--- src/rtl/fetch_stage.sv ---
// fetch_stage: sequential-PC instruction fetch with 1-cycle sync imem and IF/ID register.
// A one-entry hold buffer catches a returning word while ID is stalled.
module fetch_stage #(
    parameter logic [31:0] RESET_PC = 32'h0000_0000,
    parameter logic [31:0] NOP_INST = 32'h0000_0013
) (
    input  logic        clk,
    input  logic        rst_n,
    input  logic        stall,
    input  logic        redirect,
    input  logic [31:0] redirect_pc,
    output logic        imem_en,
    output logic [31:0] imem_addr,
    input  logic [31:0] imem_rdata,
    output logic [31:0] id_inst,
    output logic [31:0] id_pc,
    output logic        id_valid
);
    logic [31:0] pc_f, req_pc, hold_inst, hold_pc;
    logic        req_valid, hold_valid;

    // No issue while the hold buffer is occupied, so req_valid and hold_valid never coexist
    assign imem_en   = rst_n & ~stall & ~redirect & ~hold_valid;
    assign imem_addr = pc_f;

    always_ff @(posedge clk or negedge rst_n) begin
        if (!rst_n) begin
            pc_f       <= RESET_PC;
            req_valid  <= 1'b0;
            req_pc     <= '0;
            hold_valid <= 1'b0;
            hold_inst  <= NOP_INST;
            hold_pc    <= '0;
            id_inst    <= NOP_INST;
            id_pc      <= '0;
            id_valid   <= 1'b0;
        end else if (redirect) begin
            pc_f       <= redirect_pc & ~32'd3;
            req_valid  <= 1'b0;
            hold_valid <= 1'b0;
            id_valid   <= 1'b0;
            id_inst    <= NOP_INST;
        end else begin
            req_valid <= imem_en;
            if (imem_en) begin
                req_pc <= pc_f;
                pc_f   <= pc_f + 32'd4;
            end
            if (!stall) begin
                if (req_valid) begin
                    id_inst  <= imem_rdata;
                    id_pc    <= req_pc;
                    id_valid <= 1'b1;
                end else if (hold_valid) begin
                    id_inst    <= hold_inst;
                    id_pc      <= hold_pc;
                    id_valid   <= 1'b1;
                    hold_valid <= 1'b0;
                end else begin
                    id_inst  <= NOP_INST;
                    id_valid <= 1'b0;
                end
            end else if (req_valid) begin
                hold_inst  <= imem_rdata;
                hold_pc    <= req_pc;
                hold_valid <= 1'b1;
            end
        end
    end
endmodule
--- config.mk ---
export PLATFORM = sky130hd
export DESIGN_NAME = fetch_stage
export DESIGN_NICKNAME = d
export VERILOG_FILES = /design/src/rtl/fetch_stage.sv
export SDC_FILE = /design/constraint.sdc
export NUM_CORES = 1
export LEC_CHECK = 0
export BUFFER_PORTS_ARGS = -buffer_cell sky130_fd_sc_hd__buf_2
export CAP_MARGIN = 20
export CORE_ASPECT_RATIO = 1.4
export CORE_UTILIZATION = 50
export DETAILED_ROUTE_END_ITERATION = 10
export PLACE_DENSITY = 0.75
export REMOVE_ABC_BUFFERS = 1
export SYNTH_ARGS = -nofsm -noshare
export SYNTH_HDL_FRONTEND = slang
export SYNTH_SLANG_ARGS = --single-unit
--- constraint.sdc ---
create_clock -name clk -period 1.72 [get_ports clk]
set_input_delay 0.172 -clock clk [delete_from_list [all_inputs] [get_ports clk]]
set_output_delay 0.172 -clock clk [all_outputs]
set_load 0.02 [all_outputs]
**Word-level counts from Yosys, hierarchy flattened**

Index checks and enable logic that the tools add are counted.

- Register bits after elaboration: 195
- Bits in latches: 0
- Memory bits (writable): 0
- ROM bits: 0
- Input bits: 68
- Output and inout bits: 98
- Word-level logic and storage cells: 42
- Memories kept: 0

- Add/subtract/negate cells: 1
- $mul: 0
- Divide/modulo/power cells: 0
- Magnitude comparators: 0
- Equal/unequal tests: 3
- Shifts and indexed selects: 0
- Mux-type cells: 17
- Bitwise logic cells: 6
- Reduce and logical (&&, ||, !) cells: 6

Operators by type and width:

| cell | count |
|---|---|
| $mux W32 | 8 |
| $add A32 B3 Y32 const B | 1 |
| $mux W1 | 9 |
| $reduce_and A3 Y1 | 2 |
| $reduce_and A2 Y1 | 2 |
| $reduce_bool A2 Y1 | 2 |
| $and A1 B1 Y1 | 3 |
| $ne A3 B1 Y1 const B | 1 |
| $ne A3 B3 Y1 const B | 1 |
| $not A1 Y1 | 3 |
| $ne A2 B1 Y1 const B | 1 |

**Longest topological paths before layout**

Gate-level depths: netlist of the first run.

- Word-level depth: 6
- Depth in mapped cells: 6
- Gate-level depth less buffers: 5

**Least setup slack after synthesis of the first run**

Ideal clock, no wire load.

- Path type: register to register
- Start point: register pc_f[4], in the netlist imem_addr[4]
- End point: register pc_f[25], in the netlist imem_addr[25]
- Setup time: 0.082 ns
- Arrival: 1.937 ns
- Required time: 1.638 ns
- Path slack: -0.299 ns
- Cell stages (with the launch flop): 5
- Period minus slack after synthesis: 2.019 ns
- Cell sequence: dfrtp_1 -> nand4_2 -> or4_4 -> or4_1 -> a31oi_1

- Longest elaborated chain between the ends: 3

Ends and longest elaborated chain:

| what | line | RTL |
|---|---|---|
| start, declared | 19 | `logic [31:0] pc_f, req_pc, hold_inst, hold_pc;` |
| start signal, assigned | 38 | `pc_f <= redirect_pc & ~32'd3;` |
| start signal, assigned | 47 | `pc_f <= pc_f + 32'd4;` |
| $add A32 B3 Y32 | 47 |  |
| $mux W32 | 45 | `if (imem_en) begin` |
| $mux W32 | 37 | `end else if (redirect) begin` |

Every way passes these cells. The select of a mux whose other input is x is not followed.
A chain may end at the register's enable or synchronous reset.

**Worst setup path in the final report of the first run**

- Start point: register hold_valid
- End point: register pc_f[23], in the netlist imem_addr[23]

- Longest elaborated chain between the ends: 3

Ends and longest elaborated chain:

| what | line | RTL |
|---|---|---|
| start, declared | 20 | `logic req_valid, hold_valid;` |
| start signal, assigned | 31 | `hold_valid <= 1'b0;` |
| start signal, assigned | 40 | `hold_valid <= 1'b0;` |
| start signal, assigned | 58 | `hold_valid <= 1'b0;` |
| $not A1 Y1 | 23 | `assign imem_en = rst_n & ~stall & ~redirect & ~hold_valid;` |
| $and A1 B1 Y1 | 23 |  |
| $reduce_bool A2 Y1 (no line) | n/a |  |

Every way passes these cells.

==> results.md, run 1 <==
- Area of the core: 16,100 sq um
- Max Root-Sink Buffers: 2
- Total of max-cap violations: 0
- Met2 Wirelength: approximately 9900 um
- Largest net degree at the start of global routing: 65
- Share of cells above drive strength 1: 39.21%
- Wl on met1: 8612 um
- Setup ws final: -0.1766 ns
- # rows: 55
- Clock Latency Late Sink: roughly 0.44 ns
- Max Fclk: 527.3 MHz
- DR DRC count: 0
- Switching part of the total power: 29.27%
- Maximum fanout along the worst path: 3
- DRT iter0 DRCs: 649
- Leak: 4.934 nW
- Hold WS: -0.001048 ns
- Syn-to-layout area delta: 32.31%
- Post-DP HPWL: 13,350 um
- Failing checks: negative hold slack, negative setup slack
- ANT nets after route: 0
- Cell taking the most area after synthesis: dfrtp_1
- CTS root buf: clkbuf_16
- CP Capture Type: register
- Die area: between 15,000 and 20,000 sq um
- Worst slew margin: between 40% and 50%
- Gp weighted congestion: 0.8318
- Initial antenna violation count: 0
- Kind of critical path: register to register
- Vias per std cell: 5.561
- CTS sink count: 187
- Commonest non-fill, non-tap cell in the layout: dfrtp_1
- # fillers: 1,200
- Sw Pwr: roughly 3.7 mW
- Nets: 1,020
- CTS tree: built
- Vias in the first global route: 6,454
- DP Worst Slack: -0.1951 ns
- Top sig layer: met4
- YS warnings: 0
- Pwr per Cell Area: 1150 nW/um^2
- Critical Path RT: 2.08 ns
- Post-synth EDFFs: 0
- Clock power frac: 31.5%
- Post-synth top flop: dfrtp_1
- Area contributors post-synth: dfrtp_1, mux2_2, mux2i_1, a221oi_1, nor2b_1
- #FFs+latches synth: 187
- Overall routed net length: about 20,000 um
- Tot GR Track Use: ~24%
- H-tree lvl count: 4
- Syn Inst Count: 694
- Critical Path Source Type: register
- Sequential share of the synthesized area: 56.98%
- Total congestion overflow: 0
- Final Hold Viols: 1
- Starting Density: 51.08%
- Yosys cell types: 46
- Height of the die: 153.8 um
- RSZ-0062 raised after global routing: true
- Crit share post-route: 110.3%
- Synth Cell Area: between 8000 and 9000 sq um
- I/O Pins: 166
- Max-slew violations: 0
- Outcome: complete, but fails checks
- Most frequent cells in the layout: dfrtp_1, buf_2, mux2_2, buf_4, dlygate4sd3_1
- Clk slew on worst S/H paths: ~0.070 ns
- Non-filler instance count after layout: between 1,000 and 1,500
- P_int: roughly 8.9 mW
- Part of the power in combinational logic: 21.7%
- Avg WL per Cell: 17.15 um
- Mean post-synth cell area: 11.85 sq um
- Final clock skew: around 0.020 ns
- Worst Hold Class: input pin to async pin
- Setup_tns: -1.329 ns
- Chip Width: 110.4 um
- Setup violations, final: 20
- First-pass GRT wire length: between 30,000 and 40,000 um
- Worst Tran Pin Value: slightly above 0.8 ns
- Via count: 6,468
- Maximum vdd drop: 702.3 uV
- Register share of total power: 46.8%
- Placed Cells: ~1,100
- Yosys top cell area share: 55.07%
- Drt pass-1 iters: 4
- Post-route minimum period: roughly 1.9 ns
- Num CTS Buffers: 17
- Critical path data arrival time: 2.26 ns
- Buffers added on ports: approximately 160
- Async SR Flop Fraction: 100.0%
- N_diodes: 0
- WL met3: 1002 um
==> Yosys cell counts (13+ instances only) <==
| cell | n |
|---|---|
| nor3_1 | 32 |
| nor2_1 | 45 |
| nand2_1 | 32 |
| mux2_2 | 93 |
| mux2i_1 | 34 |
| o21ai_0 | 18 |
| a21oi_1 | 33 |
| dfrtp_1 | 181 |
| nand3_1 | 13 |
| a221oi_1 | 28 |
| clkbuf_1 | 42 |
| nor2b_1 | 30 |
==> routing by layer <==
| layer | global-route usage [%] | up-vias |
|---|---|---|
| li1 | - | 3031 |
| met1 | 31.42 | 3196 |
| met2 | 39.31 | 209 |
| met3 | 4.809 | 32 |
| met4 | 10.03 | 0 |
| met5 | 0 | - |
==> state kept, by name (all words and copies together), names as in the netlist <==
register	count
id_valid	1
imem_addr	30
req_valid	1
hold_pc	30
id_pc	30
hold_valid	1
hold_inst	32
req_pc	30
id_inst	32
==> logic make-up (layout without fill, tap and decap cells) <==
kind of cell    Yosys count  in the layout  synth area share, %
compound gates          110            110                8.762
xor+xnor                 11             11                1.171
fa+ha+maj                 1              1               0.1521
buf+inv                  57            324                2.890
flops                   187            187                56.98
mux                     127            127                16.87
other cells               1              4              0.04559
simple gates            200            200                13.13
==> power groups by stage <==
| stage | logic [mW] | registers, mW | clock network [mW] |
|---|---|---|---|
| 2_1_floorplan | 1.14 | 6.32 | 0 |
| 3_3_place_gp | 2.54 | 5.88 | 0 |
| 3_5_place_dp | 2.62 | 5.93 | 0 |
| 4_1_cts | 2.73 | 5.85 | 4.00 |
| 5_1_grt | 2.97 | 5.97 | 4.16 |
| 6_report | 2.72 | 5.86 | 3.94 |
==> through the flow <==
stage / utilization, % / power [mW] / cell area [sq um]
6_report: 67.58 / 12.52 / 10880
5_1_grt: 67.58 / 13.10 / 10880
4_1_cts: 67.21 / 12.59 / 10820
3_5_place_dp: 59.90 / 8.549 / 9646
3_3_place_gp: 59.73 / 8.423 / 9618
2_1_floorplan: - / 7.460 / 8025
==> timing repair <==
| item | CTS | global route |
|---|---|---|
| pin swaps | 12 | 4 |
| setup buffers | 4 | 2 |
| hold buffers | 53 | 0 |
| resized for setup | 6 | 12 |
| endpoints found under the hold margin | 120 | 0 |
| setup endpoints to repair | 25 | 48 |
==> final cells by class <==
cell class	instances	area [sq um]	area share [%]
Tap cell	199	249.0	2.288
Timing Repair Buffer	285	1953	17.95
Clock inverter	13	140.1	1.288
Sequential cell	187	4691	43.10
Multi-Input combinational cell	453	3371	30.97
Inverter	7	26.28	0.2414
Clock buffer	19	452.9	4.162
==> worst max-delay path, cell delays in order (launching register included) <==
cell	delay [ns]
dfrtp_1	0.38
or3b_4	0.38
or4_4	0.44
buf_6	0.13
or3_1	0.33
a31oi_1	0.16
==> final timing paths <==
check                      depth (start not counted)             from       endpoint  slack [ns]
setup / recovery                                   5       hold_valid  imem_addr[23]       -0.18
hold / removal                                     3            rst_n    hold_pc[14]      -0.001
setup reg to reg                                   5       hold_valid  imem_addr[23]       -0.18
hold reg to reg                                    1         id_valid       id_valid        0.48
max in group asynchronous                          4            rst_n  imem_addr[27]        0.46
min in group clk                                   3  redirect_pc[16]  imem_addr[16]           0
No activity file was read; power rests on OpenSTA's default activity.
==> inputs of run 2 (changes only) <==
--- a/config.mk
+++ b/config.mk
@@ -8,6 +8,7 @@
 export BUFFER_PORTS_ARGS = -buffer_cell sky130_fd_sc_hd__buf_2
 export CAP_MARGIN = 20
 export CORE_ASPECT_RATIO = 1.4
+export CORE_MARGIN = 2
 export CORE_UTILIZATION = 50
 export DETAILED_ROUTE_END_ITERATION = 10
 export PLACE_DENSITY = 0.75
==> results.md, run 2 (synthesized netlist as in run 1, its figures left out) <==
- Outcome: complete, but fails checks
- Failing checks: negative setup slack
- Largest net degree at the start of global routing: approximately 160
- Total of max-cap violations: 0
- Drt pass-1 iters: 7
- CP max stage cell: or4_1
- CTS root buf: clkbuf_16
- First-pass GRT wire length: 32,710 um
- Placed Cells: 1,065
- CP Cell Sequence: or3b_4, or4_4, or4_1, a31oi_1
- Nets: 1,018
- Critical Path RT: 2.07 ns
- Final clock skew: approximately 0.01 ns
- Maximum fanout along the worst path: 4
- Die area: 17,510 sq um
- Hold WS: 0.006487 ns
- Placed cell area: 9613 sq um
- Reg2Reg Depth: 4
- N_diodes: 0
- Via count: between 6,000 and 7,000
- Setup violations, final: 27
- Max incr delay on CP: 0.50 ns
- RSZ-0062 raised after global routing: true
- Clk slew on worst S/H paths: 0.07 ns
- Post-route minimum period: 1.953 ns
- Critical path data arrival time: 2.30 ns
- Total congestion overflow: 0
- Leak: 5.008 nW
- Final instance area: 11,070 sq um
- R2r endpoint: imem_addr[25]
- Max-slew violations: 0
- Num CTS Buffers: 17
- Gp weighted congestion: 0.8126
- # rows: 55
- Maximum vdd drop: 692.9 uV
- Starting Density: 50.86%
- DR DRC count: 0
- Syn-to-layout area delta: 34.53%
- Chip Width: ~110 um
- H-tree lvl count: 4
- Area of the core: 16,170 sq um
- Max Fclk: 511.9 MHz
- Worst slew margin: 43.99%
- Most frequent cells in the layout: dfrtp_1, buf_2, mux2_2, buf_4, dlygate4sd3_1
- Worst Tran Pin Value: 0.8401 ns
- Clock Latency Late Sink: 0.43 ns
- Kind of critical path: register to register
- Setup_tns: -2.333 ns
- Non-filler instance count after layout: approximately 1,200
- CTS sink count: 187
- Post-DP HPWL: 13,150 um
- Flop-to-flop setup slack: -0.23 ns
- Worst Hold Class: input pin to async pin
- Overall routed net length: around 20,000 um
- I/O Pins: 166
- Setup ws final: -0.2335 ns
- Tot GR Track Use: 23.57%
- ANT nets after route: 0
- DRT iter0 DRCs: 556
- Vias in the first global route: 6,373
- Avg WL per Cell: between 15 and 20 um
- Regs by FF count: hold_inst: 32 flops, id_inst: 32 flops
- Vias per std cell: 5.621
- Commonest non-fill, non-tap cell in the layout: dfrtp_1
- Buffers added on ports: between 150 and 200
- CP Capture Type: register
- Share of cells above drive strength 1: approximately 40%
- Height of the die: 155.8 um
- Initial antenna violation count: 0
- R2r startpoint: hold_valid
- Pwr per Cell Area: 1156 nW/um^2
- Final Hold Viols: 0
- DP Worst Slack: -0.2227 ns
- Max Root-Sink Buffers: 2
- Crit share post-route: 113.6%
- Critical Path Source Type: register
- CTS tree: built
run 2: cell count changes in the layout (fill, tap and decap cells not counted), moves of 3 or more:
| cell | previous run | this run |
|---|---|---|
| clkinvlp_4 | 4 | 1 |
| buf_12 | 2 | 5 |
| buf_4 | 66 | 62 |
| inv_8 | 0 | 3 |
| dlygate4sd3_1 | 53 | 50 |
run 2: area by class of cell:
class	count	area, sq um
clock inverters	15	205.2
multi-input cells	453	3477
fillers	1139	5106
inverters	7	26.28
clock buffers	17	425.4
repair buffers	283	1992
flip-flops and latches	187	4691
well taps	199	249.0
run 2: per-stage QoR:
stage | power, mW | util, %
6_report | 12.79 | 68.43
5_1_grt | 13.45 | 68.43
3_5_place_dp | 8.535 | 59.44
4_1_cts | 12.83 | 66.93
2_1_floorplan | 7.460 | -
3_3_place_gp | 8.421 | 59.27
run 2: worst max-delay path by stage:
| stage | from | end | slack (ns) | depth (start not counted) |
|---|---|---|---|---|
| 6_report | hold_valid | imem_addr[25] | -0.23 | 4 |
| 5_1_grt | hold_valid | imem_addr[25] | -0.32 | 4 |
| 4_1_cts | hold_valid | imem_addr[25] | -0.20 | 4 |
| 3_5_place_dp | hold_valid | imem_addr[25] | -0.22 | 4 |
| 3_3_place_gp | hold_valid | id_inst[19] | -0.24 | 4 |
| 2_1_floorplan | req_valid | id_inst[1] | -3.61 | 3 |
run 2: worst max-delay path: cells and delay by family (launching register included):
kind,cells,cell delay [ns]
compound gates,1,0.14
flops,1,0.39
simple gates,3,1.35
run 2: where the power goes:
part	total (mW)	leakage [nW]	internal (mW)	switching [mW]
combinational	2.76	2.43	1.30	1.45
sequential	5.87	2.27	5.34	0.528
clock	4.16	0.307	2.35	1.81
run 2: what timing repair did:
action / in CTS / in global routing
setup endpoints to repair: 38 / 72
hold buffers: 47 / 3
resized for setup: 14 / 27
hold endpoints to repair: 75 / 3
setup buffers: 7 / 7
pin swaps: 14 / 13
run 2: per-layer routing:
| layer | wire (um) | vias to the layer above | part of all wire [%] | global-route usage (%) |
|---|---|---|---|---|
| met5 | 0 | - | 0 | 0 |
| met4 | 490 | 0 | 2.4 | 8.943 |
| met3 | 922 | 31 | 4.5 | 4.157 |
| met2 | 10490 | 227 | 51 | 40.05 |
| met1 | 8541 | 3230 | 42 | 30.26 |
| li1 | - | 3038 | - | - |
==> inputs of run 3 (changes only) <==
--- a/config.mk
+++ b/config.mk
@@ -10,8 +10,9 @@
 export CORE_ASPECT_RATIO = 1.4
 export CORE_MARGIN = 2
 export CORE_UTILIZATION = 50
+export CTS_CLUSTER_SIZE = 12
 export DETAILED_ROUTE_END_ITERATION = 10
-export PLACE_DENSITY = 0.75
+export PLACE_DENSITY = 0.76
 export REMOVE_ABC_BUFFERS = 1
 export SYNTH_ARGS = -nofsm -noshare
 export SYNTH_HDL_FRONTEND = slang
==> results.md, run 3 (synthesized netlist as in run 1, its figures left out) <==
- Total of max-cap violations: 0
- DP Worst Slack: -0.2176 ns
- R2r startpoint: hold_valid
- Via count: around 6,400
- Clock Latency Late Sink: 0.44 ns
- Flop-to-flop setup slack: -0.18 ns
- Starting Density: 50.86%
- Area of the core: 16,170 sq um
- Pwr per Cell Area: about 1100 nW/um^2
- CTS sink count: 187
- Vias per std cell: 5.528
- Die area: around 18,000 sq um
- Worst Hold Class: input pin to register
- Post-DP HPWL: about 13,000 um
- Critical path data arrival time: 2.26 ns
- Max Fclk: 525.1 MHz
- CP endpoint: imem_addr[25]
- Max-slew violations: 0
- Critical Path Source Type: register
- Chip Width: 112.4 um
- Maximum fanout along the worst path: 2
- Max incr delay on CP: 0.48 ns
- CP max stage cell: or4_4
- Crit share post-route: 110.7%
- CTS tree: built
- Height of the die: between 150 and 200 um
- Worst Tran Pin Value: about 0.88 ns
- Drt pass-1 iters: 4
- CTS root buf: clkbuf_16
- DR DRC count: 0
- Largest net degree at the start of global routing: 169
- Setup ws final: -0.1845 ns
- Setup violations, final: 24
- Final Hold Viols: 0
- Critical Path RT: 2.07 ns
- Worst slew margin: roughly two fifths
- Num CTS Buffers: 17
- First-pass GRT wire length: around 33,000 um
- # rows: 55
- Post-route minimum period: around 1.9 ns
- DRT iter0 DRCs: 624
- Reg2Reg Depth: 4
- I/O Pins: 166
- ANT nets after route: 0
- Overall routed net length: approximately 20,000 um
- Vias in the first global route: between 6,000 and 7,000
- Commonest non-fill, non-tap cell in the layout: dfrtp_1
- RSZ-0062 raised after global routing: true
- R2r endpoint: imem_addr[25]
- Avg WL per Cell: 17.44 um
- Tot GR Track Use: between 20% and 30%
- Syn-to-layout area delta: 31.14%
- CP Cell Sequence: or3b_4, or4_4, or4_4, a31oi_1
- Most used cell, CP: or4_4
- Buffers added on ports: 159
- Hold WS: 0.003212 ns
- H-tree lvl count: 4
- Initial antenna violation count: 0
- Leak: 4.899 nW
- Outcome: complete, but fails checks
- Max Root-Sink Buffers: 2
- Total congestion overflow: 0
- Worst setup path startpoint: hold_valid
- Total power: 12.37 mW
- CP Capture Type: register
- Regs by FF count: hold_inst: 32 flops, id_inst: 32 flops
- Kind of critical path: register to register
- Final clock skew: 0.01688 ns
- Clk slew on worst S/H paths: 0.07 ns
- Maximum vdd drop: 723.5 uV
- Setup_tns: -0.9576 ns
- Failing checks: negative setup slack
- Share of cells above drive strength 1: 39.90%
- Gp weighted congestion: about 0.82
- Most frequent cells in the layout: dfrtp_1, buf_2, mux2_2, buf_4, nor2_1
- Nets: 1,011
run 3: changes by cell type in the layout (fill, tap and decap cells not counted), moves of 3 or more:
cell           delta
dlygate4sd3_1     -8
clkinv_2          +3
buf_4             +4
nor4_4            -3
run 3: layout make-up:
class                   instances  area [sq um]
clock buffers                  20         456.7
flip-flops and latches        187          4691
inverters                       7         26.28
diodes                          1         2.502
clock inverters                12         111.4
multi-input cells             453          3383
well taps                     199         249.0
repair buffers                276          1867
fillers                      1209          5385
run 3: per-layer routing:
| layer | vias up | track usage [%] | part of all wire, % |
|---|---|---|---|
| met4 | 0 | 7.956 | 1.8 |
| met5 | - | 0 | 0 |
| met2 | 185 | 40.22 | 50 |
| li1 | 3021 | - | - |
| met1 | 3153 | 29.80 | 43 |
| met3 | 26 | 4.157 | 4.5 |
run 3: through the flow:
stage | area, sq um | cells | util [%]
2_1_floorplan | 8025 | 647 | -
3_3_place_gp | 9608 | 1067 | 59.41
3_5_place_dp | 9623 | 1068 | 59.50
4_1_cts | 10700 | 1151 | 66.14
5_1_grt | 10780 | 1154 | 66.68
6_report | 10790 | 1155 | 66.70
run 3: worst min path at each step:
stage / startpoint / to / cells after the start
2_1_floorplan: rst_n / hold_inst[10] / 0
3_3_place_gp: rst_n / hold_valid / 2
3_5_place_dp: rst_n / hold_valid / 2
4_1_cts: redirect_pc[13] / imem_addr[13] / 2
5_1_grt: imem_rdata[30] / hold_inst[30] / 2
6_report: redirect_pc[13] / imem_addr[13] / 2
run 3: what timing repair did:
item / 4_1_cts / 5_1_grt
pin swaps: 13 / 6
buffers inserted: 9 / 3
endpoints found under the hold margin: 60 / 0
hold buffers: 42 / 0
endpoints found under the setup margin: 17 / 50
gates resized for setup: 6 / 14
run 3: power breakdown:
group	total [mW]	internal, mW	switching [mW]
combinational	2.71	1.28	1.43
clock	3.80	2.09	1.71
sequential	5.86	5.34	0.519
total	12.4	8.71	3.66
run 3: critical path: cells and delay by family (launching register included):
family | cells | cell delay, ns
DFF | 1 | 0.38
AOI/OAI and AO/OA | 1 | 0.14
and+or+nand+nor | 3 | 1.30
